File: src/rtl/cmd_out_shaper.sv
// cmd_out_shaper: per-channel output shaper enforcing minimum ON and OFF times,
// counted in ticks of a shared timebase strobe.
// Optional max-on-time lockout with sticky fault: define CMD_MAX_ON_EN.
//
// state      | meaning
// -----------+----------------------------------------------------------
// S_OFF      | output low, idle, waiting for a request
// S_ON_HOLD  | output high, minimum ON time running, request ignored
// S_ON       | output high, follows request
// S_OFF_HOLD | output low, minimum OFF time running, request ignored
// S_LOCKOUT  | output low after max-on timeout, waits for request release
module cmd_out_shaper #(
    parameter int NUM_SIGNALS   = 16,
    parameter int CNT_WIDTH     = 8,
    parameter int MIN_ON_TICKS  = 4,
    parameter int MIN_OFF_TICKS = 2,
    parameter int MAX_ON_TICKS  = 200
) (
    input  logic                   clk,
    input  logic                   aclr,
    input  logic [NUM_SIGNALS-1:0] in,
    input  logic                   tick,
    input  logic                   fault_clr,
    output logic [NUM_SIGNALS-1:0] out,
    output logic [NUM_SIGNALS-1:0] busy,
    output logic [NUM_SIGNALS-1:0] fault
);

    typedef enum logic [2:0] {
        S_OFF      = 3'd0,
        S_ON_HOLD  = 3'd1,
        S_ON       = 3'd2,
        S_OFF_HOLD = 3'd3,
        S_LOCKOUT  = 3'd4
    } state_t;

    localparam logic [CNT_WIDTH-1:0] ON_LOAD  = CNT_WIDTH'(MIN_ON_TICKS);
    localparam logic [CNT_WIDTH-1:0] OFF_LOAD = CNT_WIDTH'(MIN_OFF_TICKS);
    localparam logic [CNT_WIDTH-1:0] CNT_ONE  = CNT_WIDTH'(1);

    state_t               state_q [NUM_SIGNALS];
    state_t               state_d [NUM_SIGNALS];
    logic [CNT_WIDTH-1:0] cnt_q   [NUM_SIGNALS];
    logic [CNT_WIDTH-1:0] cnt_d   [NUM_SIGNALS];
    logic [NUM_SIGNALS-1:0] out_d;
    logic [NUM_SIGNALS-1:0] busy_d;

`ifdef CMD_MAX_ON_EN
    localparam int OT_W = (MAX_ON_TICKS > 1) ? $clog2(MAX_ON_TICKS) : 1;
    localparam logic [OT_W-1:0] OT_LAST = OT_W'(MAX_ON_TICKS - 1);
    logic [OT_W-1:0]        ot_q [NUM_SIGNALS];
    logic [OT_W-1:0]        ot_d [NUM_SIGNALS];
    logic [NUM_SIGNALS-1:0] fault_set;
`endif

    // Next-state, counter and output decode for every channel
    always_comb begin
        out_d  = '0;
        busy_d = '0;
`ifdef CMD_MAX_ON_EN
        fault_set = '0;
`endif
        for (int i = 0; i < NUM_SIGNALS; i++) begin
            state_d[i] = state_q[i];
            cnt_d[i]   = cnt_q[i];
`ifdef CMD_MAX_ON_EN
            ot_d[i]    = ot_q[i];
`endif
            case (state_q[i])
                S_OFF: begin
                    if (in[i]) begin
                        state_d[i] = S_ON_HOLD;
                        cnt_d[i]   = ON_LOAD;
`ifdef CMD_MAX_ON_EN
                        ot_d[i]    = '0;
`endif
                    end
                end
                S_ON_HOLD: begin
                    if (tick) begin
                        if (cnt_q[i] == CNT_ONE) begin
                            if (in[i]) begin
                                state_d[i] = S_ON;
                                cnt_d[i]   = '0;
                            end else begin
                                state_d[i] = S_OFF_HOLD;
                                cnt_d[i]   = OFF_LOAD;
                            end
                        end else begin
                            cnt_d[i] = cnt_q[i] - CNT_ONE;
                        end
                    end
                end
                S_ON: begin
                    if (!in[i]) begin
                        state_d[i] = S_OFF_HOLD;
                        cnt_d[i]   = OFF_LOAD;
                    end
                end
                S_OFF_HOLD: begin
                    if (tick) begin
                        if (cnt_q[i] == CNT_ONE) begin
                            if (in[i]) begin
                                state_d[i] = S_ON_HOLD;
                                cnt_d[i]   = ON_LOAD;
`ifdef CMD_MAX_ON_EN
                                ot_d[i]    = '0;
`endif
                            end else begin
                                state_d[i] = S_OFF;
                                cnt_d[i]   = '0;
                            end
                        end else begin
                            cnt_d[i] = cnt_q[i] - CNT_ONE;
                        end
                    end
                end
`ifdef CMD_MAX_ON_EN
                S_LOCKOUT: begin
                    if (!in[i]) begin
                        state_d[i] = S_OFF_HOLD;
                        cnt_d[i]   = OFF_LOAD;
                    end
                end
`endif
                default: begin
                    state_d[i] = S_OFF;
                    cnt_d[i]   = '0;
                end
            endcase
`ifdef CMD_MAX_ON_EN
            // Max-on timeout overrides any other transition of a high channel
            if (tick && (state_q[i] == S_ON_HOLD || state_q[i] == S_ON)) begin
                if (ot_q[i] == OT_LAST) begin
                    state_d[i]   = S_LOCKOUT;
                    cnt_d[i]     = '0;
                    fault_set[i] = 1'b1;
                end else begin
                    ot_d[i] = ot_q[i] + OT_W'(1);
                end
            end
`endif
            out_d[i]  = (state_d[i] == S_ON_HOLD) || (state_d[i] == S_ON);
            busy_d[i] = (state_d[i] != S_OFF);
        end
    end

    // State, counters and registered outputs
    always_ff @(posedge clk or posedge aclr) begin
        if (aclr) begin
            for (int i = 0; i < NUM_SIGNALS; i++) begin
                state_q[i] <= S_OFF;
                cnt_q[i]   <= '0;
`ifdef CMD_MAX_ON_EN
                ot_q[i]    <= '0;
`endif
            end
            out  <= '0;
            busy <= '0;
        end else begin
            for (int i = 0; i < NUM_SIGNALS; i++) begin
                state_q[i] <= state_d[i];
                cnt_q[i]   <= cnt_d[i];
`ifdef CMD_MAX_ON_EN
                ot_q[i]    <= ot_d[i];
`endif
            end
            out  <= out_d;
            busy <= busy_d;
        end
    end

`ifdef CMD_MAX_ON_EN
    // Sticky fault bits; a new fault wins over a simultaneous clear
    always_ff @(posedge clk or posedge aclr) begin
        if (aclr) fault <= '0;
        else      fault <= (fault & ~{NUM_SIGNALS{fault_clr}}) | fault_set;
    end
`else
    assign fault = '0;
    logic unused_fault_clr;
    assign unused_fault_clr = fault_clr;
`endif

endmodule

File: config.mk
export PLATFORM = sky130hd
export DESIGN_NAME = cmd_out_shaper
export DESIGN_NICKNAME = d
export VERILOG_FILES = /design/src/rtl/cmd_out_shaper.sv
export SDC_FILE = /design/constraint.sdc
export NUM_CORES = 1
export LEC_CHECK = 0
export CAP_MARGIN = 20
export CORE_ASPECT_RATIO = 0.8
export CORE_MARGIN = 10
export CORE_UTILIZATION = 40
export CTS_CLUSTER_SIZE = 12
export DETAILED_ROUTE_END_ITERATION = 10
export SYNTH_ARGS = -nofsm -noshare
export SYNTH_HDL_FRONTEND = slang
export SYNTH_SLANG_ARGS = --single-unit
File: constraint.sdc
create_clock -name clk -period 8.8 [get_ports clk]
set_input_delay 2.2 -clock clk [delete_from_list [all_inputs] [get_ports clk]]
set_output_delay 2.2 -clock clk [all_outputs]
set_load 0.03 [all_outputs]
==> results of run 1 <==
==> placed cells by master, fill, tap and decap left out, types with 12 or more instances in the layout <==
master             n
a21oi_1           99
a311oi_1          12
a31oi_1           27
clkbuf_16         25
clkdlybuf4s50_1   49
conb_1            32
dfrtp_1          208
ha_1              32
inv_1             92
mux2i_1           33
nand2_1           69
nand2b_1          28
nand3_1           26
nand4_1           25
nor2_1           111
nor3_1            52
nor3b_1           22
nor4_1            18
o21ai_0           66
o31ai_1           23
o41ai_1           12
or3_1             45
or4_1             24
xnor2_1           19
xor2_1            28
==> final cells by class <==
| type | count | share of cell area [%] |
|---|---|---|
| Multi-Input combinational cell | 1007 | 46.5 |
| Sequential cell | 208 | 37.4 |
| Clock buffer | 33 | 5.21 |
| Timing Repair Buffer | 54 | 3.78 |
| Tap cell | 413 | 3.71 |
| Inverter | 95 | 2.62 |
| Clock inverter | 11 | 0.800 |
==> registers in the layout (all words and copies together), names as in the netlist <==
signal,count
cnt_q,128
state_q,48
busy,16
out,16
==> routing by layer <==
metal  vias to the layer above  wire (um)
li1                       5026          -
met1                      4699      12800
met2                       150      11400
met3                        32        962
met4                         0        410
met5                         -          0
==> through the flow <==
stage               utilization (%)  cells  power, mW  area (sq um)
floorplan                         -   1387       1.66         12400
global placement               43.1   1776       1.79         13100
detailed placement             43.1   1776       1.80         13100
CTS                            45.9   1820       2.86         13900
global route                   45.9   1821       3.01         13900
finish                         45.9   1821       2.82         13900
==> how the worst max path moves through the flow <==
stage                     cells after the start  slack, ns               endpoint  from
after CTS                                     6       4.66  cnt_q[77]$_DFFE_PP0P_  tick
final                                         6       4.63  cnt_q[77]$_DFFE_PP0P_  tick
after detailed placement                      6       4.13  cnt_q[77]$_DFFE_PP0P_  tick
after global routing                          6       4.47  cnt_q[77]$_DFFE_PP0P_  tick
after floorplan                               1       0.92      busy[0]$_DFF_PP0_  aclr
after global placement                        6       4.14  cnt_q[77]$_DFFE_PP0P_  tick
==> cell families (layout without fill, tap and decap cells) <==
kind of cell	after synthesis	count (layout)	share of synthesized area (%)
adder cells (fa/ha/maj)	35	35	3.50
flip-flops	208	208	42.4
other	1	32	0.0305
AO/OA/AOI/OAI	358	358	19.4
buffers and inverters	172	193	5.92
multiplexers	42	42	3.54
XOR/XNOR	47	47	3.35
AND/OR/NAND/NOR	493	493	21.9
==> power by group <==
part,switching [mW],internal (mW)
logic,0.350,0.262
registers,0.119,1.05
clock network,0.403,0.635
==> critical path: stages <==
cell and delay [ns]:
buf_4 0.21, buf_4 0.64, nor3b_1 0.19, or4_1 0.54, or4b_2 0.63, a21oi_1 0.15
==> flow_summary.toml, run 1 <==
[floorplan]
core_sq_mm = 0.0303
io_pins = 68
rows = 57
die-area_sq_mm = 0.0382
fp.dieH_um = 177
start_util_pct = 40.5
die_x_um = 216

[yosys]
synthTopCellsByCount = "dfrtp_1 (208), nor2_1 (111), a21oi_1 (99)"
synth_edf_count = 0
synth_cell_types = 77
yosys.area.top_type_share_pct = 42.4
synth.largest_area_cell = "dfrtp_1"
async_flop_share_pct = 100
yosysSeqAreaShare_pct = 42.4
synth_area_sq_mm = 0.0123
synth-main-ff-cell = "dfrtp_1"
synth-seq-cells = 208
yosys-top-cells-area = "dfrtp_1 (42%), a21oi_1 (4.0%), nor2_1 (3.4%)"
yosysMostFrequentCell = "dfrtp_1"
synthCells = 1356
ys.warnings.count = 0
avgSynthCellArea_sq_um = 9.06

[critical_path]
crit_fanout = 69
r2r_slack_ns = 6.55
startpoint_type = "input pin"
required_ns = 9.23
crit_path_end_kind = "flip-flop"
worstSetupPathType = "in -> reg"
crit_arrival_ns = 4.60
rr_endpoint = "cnt_q[121]$_DFFE_PP0P_"
r2r-start = "cnt_q[123]$_DFFE_PP0P_"
rr_worst_depth = 4

[timing]
fin_ws_ns = 4.63
setup_tns_ns = 0
finalCriticalPeriod_ns = 4.17
clock_skew_ns = 0.00818
rsz0062_at_grt = "no"
worstMarginPinSlew_ns = 1.00
finalHoldViolCount = 0
max_freq_mhz = 240
whs_ns = 0.498
slew_viol_final = 0
setup_viol_count_final = 0
slew_headroom_pct = 32.7
post-route-period-util_pct = 47.4

[cts]
cts.repair.resized = 0
clk_path_buf_depth = 3
cts_made_buffers = 25
clkLatencyLatePin_ns = 0.51
cts_hold_buf = 0
cts-root-buf = "clkbuf_16"
path_clk_slew_ns = 0.06
h-tree-depth = 1
cts.sinks = 208
cts_tree = "done"
post_cts_buffers = 0

[detailed_routing]
drt_pass1_iterations = 5
finalWirelength_um = 25600
viasPerCell = 5.44
vias = 9907
drc_errors = 0
wl_per_cell_um = 14.0
drt_iter0_drc = 593
antenna_left = 0

[pwr]
leakagePower_nw = 5.98
p_per_area_mw_per_mm2 = 203
ir_drop_uv = 129

[place]
gp_congestion = 0.846
io_buffer_count = 50
pre_cts_slack_ns = 4.13
dp_hpwl_um = 17200

[finish]
n_antenna_cell = 0
register_area_sq_mm = 0.00520
drive_gt1_share_pct = 7.10
multi_input_area_sq_mm = 0.00647
syn2layout_area_growth_pct = 13.3
fin_nets = 1443
final.fill_count = 2860

[flow_run]
maxCapViolCount = 0

[hold_path]
hold_depth = 1
hp-class = "reg -> reg"
min-delay-start = "cnt_q[118]$_DFFE_PP0P_"
whs_endpoint = "cnt_q[118]$_DFFE_PP0P_"

[run_status]
status = "finished clean"

[grt]
grt_max_degree = 76
grt_pass1_wl_um = 44200
grt_remaining_overflow = 0
track_usage_pct = 13.1
grt_antenna_before_repair = 0
grt-busiest-layer = "met2"
grt_pass1_vias = 9149
grt.met2_usage_pct = 20.7
use_met3_pct = 2.07
use_met1_pct = 18.7
No activity file was read; power rests on OpenSTA's default activity.
==> run 2, diff against run 1 <==
==> constraint.sdc (replaced) <==
create_clock -name clk -period 4 [get_ports clk]
set_input_delay 1 -clock clk [delete_from_list [all_inputs] [get_ports clk]]
set_output_delay 1 -clock clk [all_outputs]
set_load 0.03 [all_outputs]
==> run 2 against run 1 <==
Core utilization increased by 0.39 points. Combinational power up 120%. Via count increased by 0.65%. Setup slack got worse by 3.3 ns. Design area increased by 0.85%. Critical endpoint is now cnt_q[45]$_DFFE_PP0P_. Highest routed layer unchanged.
==> flow_summary.toml, run 2 (synthesized netlist as in run 1, its figures left out) <==
[critical_path]
required_ns = 4.44
path_cells = "clkdlybuf4s50_1 > xor2_1 > o221ai_1 > or4b_2 > a21oi_1"
rr_worst_depth = 4
crit_arrival_ns = 3.09
startpoint_type = "input pin"
worstSetupPathType = "in -> reg"
max_stage_delay_ns = 0.68
path_depth = 5
r2r-start = "cnt_q[68]$_DFFE_PP0P_"
rr_endpoint = "cnt_q[68]$_DFFE_PP0P_"
cp_num_buf_inv = 1
r2r_slack_ns = 1.76
crit_fanout = 9
crit_family = "simple AND/OR/NAND/NOR gates"
cp_slowest_cell = "or4b_2"
crit_path_end_kind = "flip-flop"

[pwr]
leakagePower_nw = 6.04
fin_total_pwr_mw = 6.27
ir_drop_uv = 278
p_per_area_mw_per_mm2 = 447

[grt]
grt_max_degree = 53
track_usage_pct = 13.6
grt_remaining_overflow = 0
grt_antenna_before_repair = 0
grt_pass1_wl_um = 45700
grt_pass1_vias = 9388

[cts]
cts_tree = "done"
h-tree-depth = 1
clk_path_buf_depth = 3
cts.sinks = 208
cts.repair.resized = 0
cts-root-buf = "clkbuf_16"
post_cts_buffers = 0
cts_made_buffers = 25
clkLatencyLatePin_ns = 0.51
path_clk_slew_ns = 0.06
cts_hold_buf = 0

[timing]
post-route-period-util_pct = 66.4
worstMarginPinSlew_ns = 1.02
setup_tns_ns = 0
finalHoldViolCount = 0
setup_viol_count_final = 0
slew_viol_final = 0
rsz0062_at_grt = "no"
finalCriticalPeriod_ns = 2.65
max_freq_mhz = 377
fin_ws_ns = 1.35
clock_skew_ns = 0.00574
slew_headroom_pct = 31.4

[hold_path]
min-delay-start = "cnt_q[117]$_DFFE_PP0P_"
hold_depth = 1
hp-class = "reg -> reg"
whs_endpoint = "cnt_q[117]$_DFFE_PP0P_"

[floorplan]
io_pins = 68
fp.dieH_um = 177
core_sq_mm = 0.0303
start_util_pct = 40.5
die-area_sq_mm = 0.0382
rows = 57
die_x_um = 216

[detailed_routing]
drt_iter0_drc = 647
viasPerCell = 5.45
finalWirelength_um = 26300
drc_errors = 0
wl_per_cell_um = 14.4
drt_pass1_iterations = 4
antenna_left = 0
vias = 9971

[place]
pre_cts_slack_ns = 0.814
io_buffer_count = 50
dp_hpwl_um = 18100
gp_congestion = 0.836

[finish]
layout_common_cells = "dfrtp_1 (208), nor2_1 (111), a21oi_1 (99), inv_1 (92), nand2_1 (69)"
fin_nets = 1452
final.fill_count = 2914
layout_commonest_cell = "dfrtp_1"
regMostFlops = "cnt_q"
utilization_pct = 46.3
syn2layout_area_growth_pct = 14.3
n_antenna_cell = 0
largest_register_ffs = 128
drive_gt1_share_pct = 7.62
largestRegisters = "cnt_q (128), state_q (48)"

[flow_run]
maxCapViolCount = 0

[run_status]
status = "finished clean"
-- run 2: cell types whose count changed in the layout (fill, tap and decap cells not counted) --
cell,delta
bufinv_16,+1
buf_4,+4
clkbuf_1,+2
buf_2,+1
buf_12,+4
inv_8,-1
clkbuf_8,-2
clkinv_2,+1
-- run 2: cell type report --
class / count / area (sq um) / area share [%]
Sequential cell: 208 / 5200 / 37.1
Clock buffer: 33 / 706 / 5.03
Tap cell: 413 / 517 / 3.68
Timing Repair Buffer: 63 / 641 / 4.56
Multi-Input combinational cell: 1007 / 6470 / 46.1
Inverter: 95 / 360 / 2.57
Clock inverter: 12 / 139 / 0.989
-- run 2: metal layers --
layer  track usage (%)  share of wire [%]  vias up
li1                  -                  -     5024
met4              3.66                2.2        0
met2              21.3                 44      140
met3              1.91                3.1       37
met1              19.3                 51     4770
met5                 0                  0        -
-- run 2: worst max-delay path by stage --
stage	from	end	slack [ns]
floorplan	aclr	busy[0]$_DFF_PP0_	0.30
global placement	in[10]	cnt_q[45]$_DFFE_PP0P_	0.84
detailed placement	in[10]	cnt_q[45]$_DFFE_PP0P_	0.81
CTS	in[10]	cnt_q[45]$_DFFE_PP0P_	1.35
global route	in[10]	cnt_q[45]$_DFFE_PP0P_	1.15
finish	in[10]	cnt_q[45]$_DFFE_PP0P_	1.35
-- run 2: through the flow --
stage,cell area (sq um),std cells,hold slack [ns]
after floorplan,12400,1387,0.464
after global placement,13200,1785,0.492
after detailed placement,13200,1785,0.490
after CTS,14000,1830,0.499
after global routing,14000,1831,0.532
final,14000,1831,0.495
-- run 2: where the power goes --
part           switching (mW)  internal, mW
clock network           0.885          1.43
logic                   0.784         0.588
registers               0.265          2.32
